--- src/rtl/stopwatch_pkg.sv ---
// Shared definitions for the minutes:seconds stopwatch: state encoding, field
// limits and two-digit BCD helpers.
package stopwatch_pkg;

  localparam int DIGIT_W     = 4;
  localparam int MIN_MAX_DEF = 59;
  localparam int SEC_MAX_DEF = 59;

  typedef enum logic {
    ST_PAUSED = 1'b0,
    ST_RUN    = 1'b1
  } state_e;

  typedef struct packed {
    logic [DIGIT_W-1:0] tens;
    logic [DIGIT_W-1:0] ones;
  } bcd2_t;

  function automatic logic bcd2_at_max(bcd2_t v, int max);
    return (v.tens == DIGIT_W'(max / 10)) && (v.ones == DIGIT_W'(max % 10));
  endfunction

  // Wraps to 00 at max; never carries out, the caller decides that.
  function automatic bcd2_t bcd2_inc(bcd2_t v, int max);
    bcd2_t r;
    r = v;
    if (bcd2_at_max(v, max)) begin
      r = '0;
    end else if (v.ones == DIGIT_W'(9)) begin
      r.tens = v.tens + DIGIT_W'(1);
      r.ones = '0;
    end else begin
      r.ones = v.ones + DIGIT_W'(1);
    end
    return r;
  endfunction

endpackage

--- src/rtl/stopwatch_core_rise_detect.sv ---
// Registered rising-edge detector: samples a slow level once, then flags the
// cycle in which the sampled value goes 0 -> 1.
module rise_detect (
  input  logic clk_in,
  input  logic rst,
  input  logic din,
  output logic rise
);

  logic sync_q, sync_d;
  logic prev_q, prev_d;

  always_comb begin
    sync_d = din;
    prev_d = sync_q;
  end

  always_ff @(posedge clk_in or posedge rst) begin
    if (rst) begin
      sync_q <= 1'b0;
      prev_q <= 1'b0;
    end else begin
      sync_q <= sync_d;
      prev_q <= prev_d;
    end
  end

  assign rise = sync_q & ~prev_q;

endmodule

--- src/rtl/stopwatch_core.sv ---
// Minutes:seconds BCD stopwatch with run/pause and a 2 Hz field-adjust mode.
// The divider square waves are treated purely as sampled levels.
module stopwatch_core
  import stopwatch_pkg::*;
#(
  parameter int MIN_MAX = MIN_MAX_DEF,
  parameter int SEC_MAX = SEC_MAX_DEF
) (
  input  logic       clk_in,
  input  logic       rst,
  input  logic       tick_1hz,
  input  logic       tick_2hz,
  input  logic       pause_in,
  input  logic       adj,
  input  logic       sel,
  output logic [3:0] min_tens,
  output logic [3:0] min_ones,
  output logic [3:0] sec_tens,
  output logic [3:0] sec_ones,
  output logic       running,
  output logic       adj_active
);

  logic rise_1hz, rise_2hz, rise_pause;

  rise_detect u_rise_1hz   (.clk_in(clk_in), .rst(rst), .din(tick_1hz), .rise(rise_1hz));
  rise_detect u_rise_2hz   (.clk_in(clk_in), .rst(rst), .din(tick_2hz), .rise(rise_2hz));
  rise_detect u_rise_pause (.clk_in(clk_in), .rst(rst), .din(pause_in), .rise(rise_pause));

  state_e state_q, state_d;
  bcd2_t  min_q, min_d;
  bcd2_t  sec_q, sec_d;
  logic   adj_q, adj_d;
  logic   sel_q, sel_d;

  // Counting decisions use the registered adj/sel and the pre-toggle state, so a
  // coincident pause rise only affects the next tick.
  always_comb begin
    state_d = state_q;
    min_d   = min_q;
    sec_d   = sec_q;
    adj_d   = adj;
    sel_d   = sel;

    if (rise_pause) begin
      state_d = (state_q == ST_RUN) ? ST_PAUSED : ST_RUN;
    end

    if (adj_q) begin
      if (rise_2hz) begin
        if (sel_q) begin
          sec_d = bcd2_inc(sec_q, SEC_MAX);
        end else begin
          min_d = bcd2_inc(min_q, MIN_MAX);
        end
      end
    end else if ((state_q == ST_RUN) && rise_1hz) begin
      sec_d = bcd2_inc(sec_q, SEC_MAX);
      if (bcd2_at_max(sec_q, SEC_MAX)) begin
        min_d = bcd2_inc(min_q, MIN_MAX);
      end
    end
  end

  always_ff @(posedge clk_in or posedge rst) begin
    if (rst) begin
      state_q <= ST_PAUSED;
      min_q   <= '0;
      sec_q   <= '0;
      adj_q   <= 1'b0;
      sel_q   <= 1'b0;
    end else begin
      state_q <= state_d;
      min_q   <= min_d;
      sec_q   <= sec_d;
      adj_q   <= adj_d;
      sel_q   <= sel_d;
    end
  end

  assign min_tens   = min_q.tens;
  assign min_ones   = min_q.ones;
  assign sec_tens   = sec_q.tens;
  assign sec_ones   = sec_q.ones;
  assign running    = (state_q == ST_RUN);
  assign adj_active = adj_q;

endmodule
--- config.mk ---
export PLATFORM = sky130hd
export DESIGN_NAME = stopwatch_core
export DESIGN_NICKNAME = d
export VERILOG_FILES = /design/src/rtl/stopwatch_pkg.sv /design/src/rtl/stopwatch_core_rise_detect.sv /design/src/rtl/stopwatch_core.sv
export SDC_FILE = /design/constraint.sdc
export NUM_CORES = 1
export LEC_CHECK = 0
export CELL_PAD_IN_SITES_DETAIL_PLACEMENT = 1
export CELL_PAD_IN_SITES_GLOBAL_PLACEMENT = 2
export CORE_MARGIN = 2
export CORE_UTILIZATION = 35
export DETAILED_ROUTE_END_ITERATION = 10
export PLACE_DENSITY = 0.85
export SLEW_MARGIN = 25
export SYNTH_ARGS = -nofsm -noshare
export SYNTH_HDL_FRONTEND = slang
export SYNTH_SLANG_ARGS = --single-unit
export TNS_END_PERCENT = 5
--- constraint.sdc ---
create_clock -name clk_in -period 4.1 [get_ports clk_in]
set_clock_uncertainty 0.05 [all_clocks]
set_input_delay 0.615 -clock clk_in [delete_from_list [all_inputs] [get_ports clk_in]]
set_output_delay 0.615 -clock clk_in [all_outputs]
set_load 0.02 [all_outputs]
==> results_dict.tcl, run 1 <==
set metrics [dict create \
    initial_core_util_pct 36.7 \
    synth_top_family_by_area "simple AND/OR/NAND/NOR gates" \
    wl_um 2530 \
    postCtsHoldBufs 0 \
    cts_resized 0 \
    critPathBufInv 1 \
    maxCapViolCount 0 \
    async_flop_share_pct 100 \
    route.met2.wl_um 1210 \
    grt_pass1_vias 931 \
    clk_latency_ns 0.32 \
    gp_congestion 0.756 \
    clock_power_share_pct 15.1 \
    fin_ws_ns 1.97 \
    area_delta_synth_final_pct 25.8 \
    ios 25 \
    clock-sinks 25 \
    drt-vias-per-instance 5.15 \
    crit_start "min_ones[0]" \
    rsz0062_at_grt "no" \
    p_sw_share_pct 36.8 \
    timing.rr.start "sec_ones[1]" \
    synth_xor_area_share_pct 0.709 \
    syn_area_sq_um 1230 \
    coreArea_sq_um 3360 \
    r2r.worst_path.cells 6 \
    slowest_delay_ns 0.66 \
    path_clk_slew_ns 0.13 \
    vias 932 \
    rrSetupSlack_ns 1.98 \
    worst_path_max_delay_cell "clkdlybuf4s50_1" \
    synth_area_per_cell_sq_um 11.4 \
    h-tree-depth 1 \
    grt_usage_pct 13.5 \
    drt-met1-wl_um 1220 \
    pre_cts_ws_ns 1.99 \
    arrival_ns 1.46 \
    final.setup.tns_ns 0 \
    synth_compound_area_share_pct 14.4 \
    synth_area_leaders "dfrtp_1, ha_1, mux2_1" \
    routedWlPerCell_um 14.0 \
    grt_pass1_wl_um 4260 \
    drt_iter0_drc 31 \
    ys_seq_area_share_pct 50.7 \
    setup_viol 0 \
    synth-simple-area-share_pct 18.1 \
    peakVddDrop_v 0.000200 \
    worstMarginPinSlew_ns 0.895 \
    min_to "u_rise_2hz.prev_q" \
    status "finished clean" \
    leakage_nw 0.666 \
    synth-main-ff-cell "dfrtp_1" \
    nets 151 \
    grt_max_degree 26 \
    end_kind "output pin" \
    postLayoutCoreUtil_pct 46.2 \
    finalPower_uw 741 \
    placed_cell_area_sq_um 1530 \
    dr.max_layer_used "met4" \
    maxSlewHeadroom_pct 40.0 \
    stdcell_area_sq_um 1550 \
    intPower_uw 468 \
    route.met3.wl_um 72 \
    switchingPower_uw 273 \
    reg2reg_to "min_tens[3]" \
    fmax_mhz 470 \
    layout-drive-gt1-share_pct 9.63 \
    diodes 0 \
    synth_edf_count 0 \
    route.detailed.drc 0 \
    firstDrtPassIters 4 \
    dieArea_sq_um 4020 \
    synthMuxAreaShare_pct 4.86 \
    required_ns 3.43 \
    numCtsBuffers 3 \
    clockBufferDepth 2 \
    start_kind "register" \
    synth_cell_types 37 \
    port_buffers 24 \
    seq_power_share_pct 48.2 \
    synthesis.nets 123 \
    hp-class "reg -> reg" \
    power.density_nw_per_um2 477 \
    rows 21 \
    path_delay_family "buffers and inverters" \
    finalHoldViolCount 0 \
    min_from "u_rise_2hz.prev_d" \
    postCtsSetupBuffers 0 \
    synthAdderAreaFrac_pct 8.11 \
    grt_overflow_total 0 \
    cts_tree "yes" \
    timing_max_transition_violations_final 0 \
    syn_inst 108 \
    antenna_found_initial 0 \
    dp_hpwl_um 1920 \
    hold-path-cell-count 0 \
    fp.dieH_um 63.4 \
    cp_max_fo 7 \
    cp_cell_sequence "clkdlybuf4s50_1" \
    period_needed_ns 2.13 \
    ys.warnings.count 0 \
    critPathKind "reg -> out" \
    synth.largest_area_cell "dfrtp_1" \
    ys_seq_elements 25 \
    synth_top_cell_area_share_pct 50.7 \
    drtAntennaViolNets 0 \
    cts-root-buf "clkbuf_4" \
    die_w_um 63.4 \
    fin_crit_sh_pct 51.9 \
    combPwrFrac_pct 36.8 \
]
-- cell type report --
cell class              instances  area, sq um
fillers                       396         1810
inverters                       9         33.8
well taps                      46         57.6
multi-input cells              73          571
repair buffers                 24          240
clock buffers                   4         26.3
flip-flops and latches         25          626
-- placed cells by master (no fill, tap or decap), types with 2 or more instances in the layout --
cell type        instances
a21o_1                   2
a21oi_1                  3
and3_1                   2
clkbuf_4                 3
clkdlybuf4s50_1         24
dfrtp_1                 25
ha_1                     8
inv_1                    8
mux2_1                   4
nand2_1                  3
nand2b_1                 3
nand3_1                  4
nor2_1                   7
o211ai_1                 2
o21ai_0                  5
o21ai_1                  3
o21ai_2                  2
o31ai_1                  4
o41ai_1                  2
-- sequential cells by signal, indices dropped and copies added (netlist names) --
| register | cells |
|---|---|
| u_rise_1hz.prev_d | 1 |
| u_rise_2hz.prev_d | 1 |
| u_rise_2hz.prev_q | 1 |
| u_rise_pause.prev_d | 1 |
| running | 1 |
| min_tens | 4 |
| u_rise_pause.prev_q | 1 |
| u_rise_1hz.prev_q | 1 |
| sec_tens | 4 |
| min_ones | 4 |
| sec_ones | 4 |
| adj_active | 1 |
| sel_q | 1 |
-- how the worst max path moves through the flow --
stage                  endpoint  slack, ns  depth (start not counted)
global placement    min_tens[3]       2.05                          6
global route        min_tens[3]       1.89                          6
finish              min_ones[0]       1.97                          1
CTS                 min_ones[0]       1.96                          1
floorplan           min_tens[3]       2.14                          5
detailed placement  min_tens[3]       1.99                          6
-- power groups by stage --
stage / Combinational (mW) / Sequential (mW) / Clock, mW
global route: 0.297 / 0.366 / 0.126
global placement: 0.270 / 0.356 / 0
floorplan: 0.110 / 0.399 / 0
detailed placement: 0.274 / 0.364 / 0
finish: 0.272 / 0.357 / 0.112
CTS: 0.276 / 0.358 / 0.115
-- layer usage --
metal,track usage [%],up-vias
li1,-,443
met2,22.2,16
met1,17.7,469
met5,0,-
met3,2.32,4
met4,4.89,0
-- stage by stage --
step | hold WS, ns | cells
6_report | 0.344 | 181
5_1_grt | 0.356 | 181
4_1_cts | 0.347 | 181
3_5_place_dp | 0.313 | 177
3_3_place_gp | 0.317 | 177
2_1_floorplan | 0.304 | 108
-- worst register-to-register path, delay by kind of cell (launching register included) --
kind	cells	cell delay, ns
and+or+nand+nor	2	0.53
DFF	1	0.45
AOI/OAI and AO/OA	1	0.43
muxes	1	0.30
adders and majority gates	1	0.20
buffers and inverters	1	0.07
-- cell usage after synthesis, drive strengths merged (2+ instances only) --
master and instances:
ha 8, dfrtp 25, nor2 7, a21o 2, mux2 5, a21oi 3
nand3b 2, nand2 3, inv 9, and3b 3, o31ai 5, o41ai 2
nand2b 3, o21ai 10, nand3 4, o211ai 2, and3 2
-- logic make-up (layout without fill, tap and decap cells) --
kind of cell / count (synthesis) / after routing
compound gates: 26 / 26
flops: 25 / 25
xor+xnor: 1 / 1
mux: 5 / 5
buf+inv: 10 / 37
simple gates: 33 / 33
fa+ha+maj: 8 / 8
No activity file was read; power rests on OpenSTA's default activity.
==> inputs of run 2 (changes only) <==
--- a/config.mk
+++ b/config.mk
@@ -8,9 +8,9 @@
 export CELL_PAD_IN_SITES_DETAIL_PLACEMENT = 1
 export CELL_PAD_IN_SITES_GLOBAL_PLACEMENT = 2
 export CORE_MARGIN = 2
-export CORE_UTILIZATION = 35
+export CORE_UTILIZATION = 32
 export DETAILED_ROUTE_END_ITERATION = 10
-export PLACE_DENSITY = 0.85
+export PLACE_DENSITY = 0.79
 export SLEW_MARGIN = 25
 export SYNTH_ARGS = -nofsm -noshare
 export SYNTH_HDL_FRONTEND = slang
==> constraint.sdc (replaced) <==
create_clock -name clk_in -period 2 [get_ports clk_in]
set_clock_uncertainty 0.05 [all_clocks]
set_input_delay 0.3 -clock clk_in [delete_from_list [all_inputs] [get_ports clk_in]]
set_output_delay 0.3 -clock clk_in [all_outputs]
set_load 0.02 [all_outputs]
==> run 2 against run 1 <==
Total power is 130% higher. Global-route usage up 0.061 points. Sequential power up 92%. Register-to-register slack got worse by 1.9 ns. Via count up 3.0%. Final cell count is 5.5% higher. First-iteration DRC count decreased by 55%. Critical path depth rose by 6. Critical path type is now reg -> reg. Largest cell class unchanged. Largest power group unchanged.
==> results_dict.tcl, run 2 (synthesis gave the netlist of run 1 again) <==
set metrics [dict create \
    routedWlPerCell_um 13.7 \
    grt_max_degree 26 \
    start_kind "register" \
    maxCapViolCount 0 \
    fin_ws_ns 0.0978 \
    intPower_mw 1.09 \
    stdcell_count 191 \
    postCtsHoldBufs 0 \
    stdcell_area_sq_um 1640 \
    p_sw_share_pct 35.4 \
    cp_cell_sequence "inv_1, ha_1, nand3b_4, o31a_1, buf_4, nor3b_2, mux2_1" \
    peakVddDrop_v 0.000546 \
    fp.dieH_um 66.1 \
    drt-vias-per-instance 5.03 \
    area_delta_synth_final_pct 32.8 \
    rsz0062_at_grt "no" \
    dp_hpwl_um 2000 \
    slowest_delay_ns 0.39 \
    antenna_found_initial 0 \
    vias 960 \
    clk_latency_ns 0.27 \
    numCtsBuffers 3 \
    port_buffers 24 \
    switchingPower_uw 596 \
    grt_pass1_wl_um 4550 \
    leakage_nw 0.721 \
    setup_viol 0 \
    hp-class "in -> async" \
    wl_um 2610 \
    critPathKind "reg -> reg" \
    layout.cells.most_common_list "dfrtp_1, clkdlybuf4s50_1, inv_1" \
    grt_overflow_total 0 \
    worst_path_max_delay_cell "dfrtp_1" \
    drtAntennaViolNets 0 \
    cp_max_fo 10 \
    clock_power_share_pct 18.9 \
    h-tree-depth 1 \
    drt_iter0_drc 14 \
    finalPower_mw 1.68 \
    final.fill_count 430 \
    path_clk_slew_ns 0.09 \
    multi_input_area_sq_um 571 \
    grt_usage_pct 13.5 \
    initial_core_util_pct 33.5 \
    cts_resized 0 \
    diodes 0 \
    grt_pass1_vias 1008 \
    ios 25 \
    fmax_mhz 526 \
    route.detailed.drc 0 \
    pre_cts_ws_ns 0.105 \
    firstDrtPassIters 4 \
    postCtsSetupBuffers 0 \
    period_needed_ns 1.90 \
    coreArea_sq_um 3690 \
    combPwrFrac_pct 40.3 \
    gp_congestion 0.785 \
    layout-drive-gt1-share_pct 15.4 \
    clock-sinks 25 \
    fin_crit_sh_pct 95.1 \
    cts-root-buf "clkbuf_8" \
    status "finished clean" \
    power.density_nw_per_um2 1030 \
    worstMarginPinSlew_ns 0.492 \
    finalHoldViolCount 0 \
    arrival_ns 2.01 \
    rows 22 \
    register_area_sq_um 626 \
    placed_cell_area_sq_um 1590 \
    timing_max_transition_violations_final 0 \
    end_kind "register" \
    required_ns 2.11 \
    seq_power_share_pct 40.8 \
    cts_tree "yes" \
    layout_commonest_cell "dfrtp_1" \
    final.setup.tns_ns 0 \
    r2r.worst_path.cells 7 \
    maxSlewHeadroom_pct 67.1 \
    nets 159 \
    dieArea_sq_um 4370 \
    clockBufferDepth 2 \
    die_w_um 66.1 \
    place_inst 187 \
]
## run 2: cell type report
cell class / instances / share of cell area, %
Clock buffer: 3 / 2.52
Clock inverter: 1 / 0.534
Inverter: 9 / 2.06
Multi-Input combinational cell: 73 / 34.8
Sequential cell: 25 / 38.1
Tap cell: 48 / 3.66
Timing Repair Buffer: 32 / 18.3
## run 2: power groups by stage
stage / combinational, mW / clock (mW) / sequential (mW)
2_1_floorplan: 0.226 / 0 / 0.817
3_3_place_gp: 0.659 / 0 / 0.688
3_5_place_dp: 0.683 / 0 / 0.696
4_1_cts: 0.688 / 0.329 / 0.687
5_1_grt: 0.743 / 0.350 / 0.709
6_report: 0.678 / 0.318 / 0.686
## run 2: worst paths after layout
| kind | slack [ns] | to | start |
|---|---|---|---|
| setup reg to reg | 0.1 | min_ones[2] | sec_ones[1] |
| setup / recovery | 0.1 | min_ones[2] | sec_ones[1] |
| hold reg to reg | 0.34 | u_rise_1hz.prev_q | u_rise_1hz.prev_d |
| max in group asynchronous | 1.33 | min_tens[1] | rst |
| min in group clk_in | 0.34 | u_rise_1hz.prev_q | u_rise_1hz.prev_d |
| hold / removal | 0.33 | sec_ones[3] | rst |
## run 2: critical path, delay by kind of cell, from the launching register on
family,cells,cell delay [ns]
compound gates,1,0.29
fa+ha+maj,1,0.20
buf+inv,2,0.23
flops,1,0.39
mux,1,0.34
simple gates,2,0.28
## run 2: per-stage QoR
step | hold slack [ns] | util (%)
floorplan | 0.277 | -
global placement | 0.311 | 43.1
detailed placement | 0.314 | 43.1
CTS | 0.340 | 44.5
global route | 0.352 | 44.5
finish | 0.333 | 44.5
## run 2: metal layers
| layer | GRT usage, % | wire length, um |
|---|---|---|
| met5 | 0 | 0 |
| met4 | 4.59 | 32 |
| met3 | 2.04 | 83 |
| met2 | 24.3 | 1390 |
| met1 | 16.4 | 1100 |
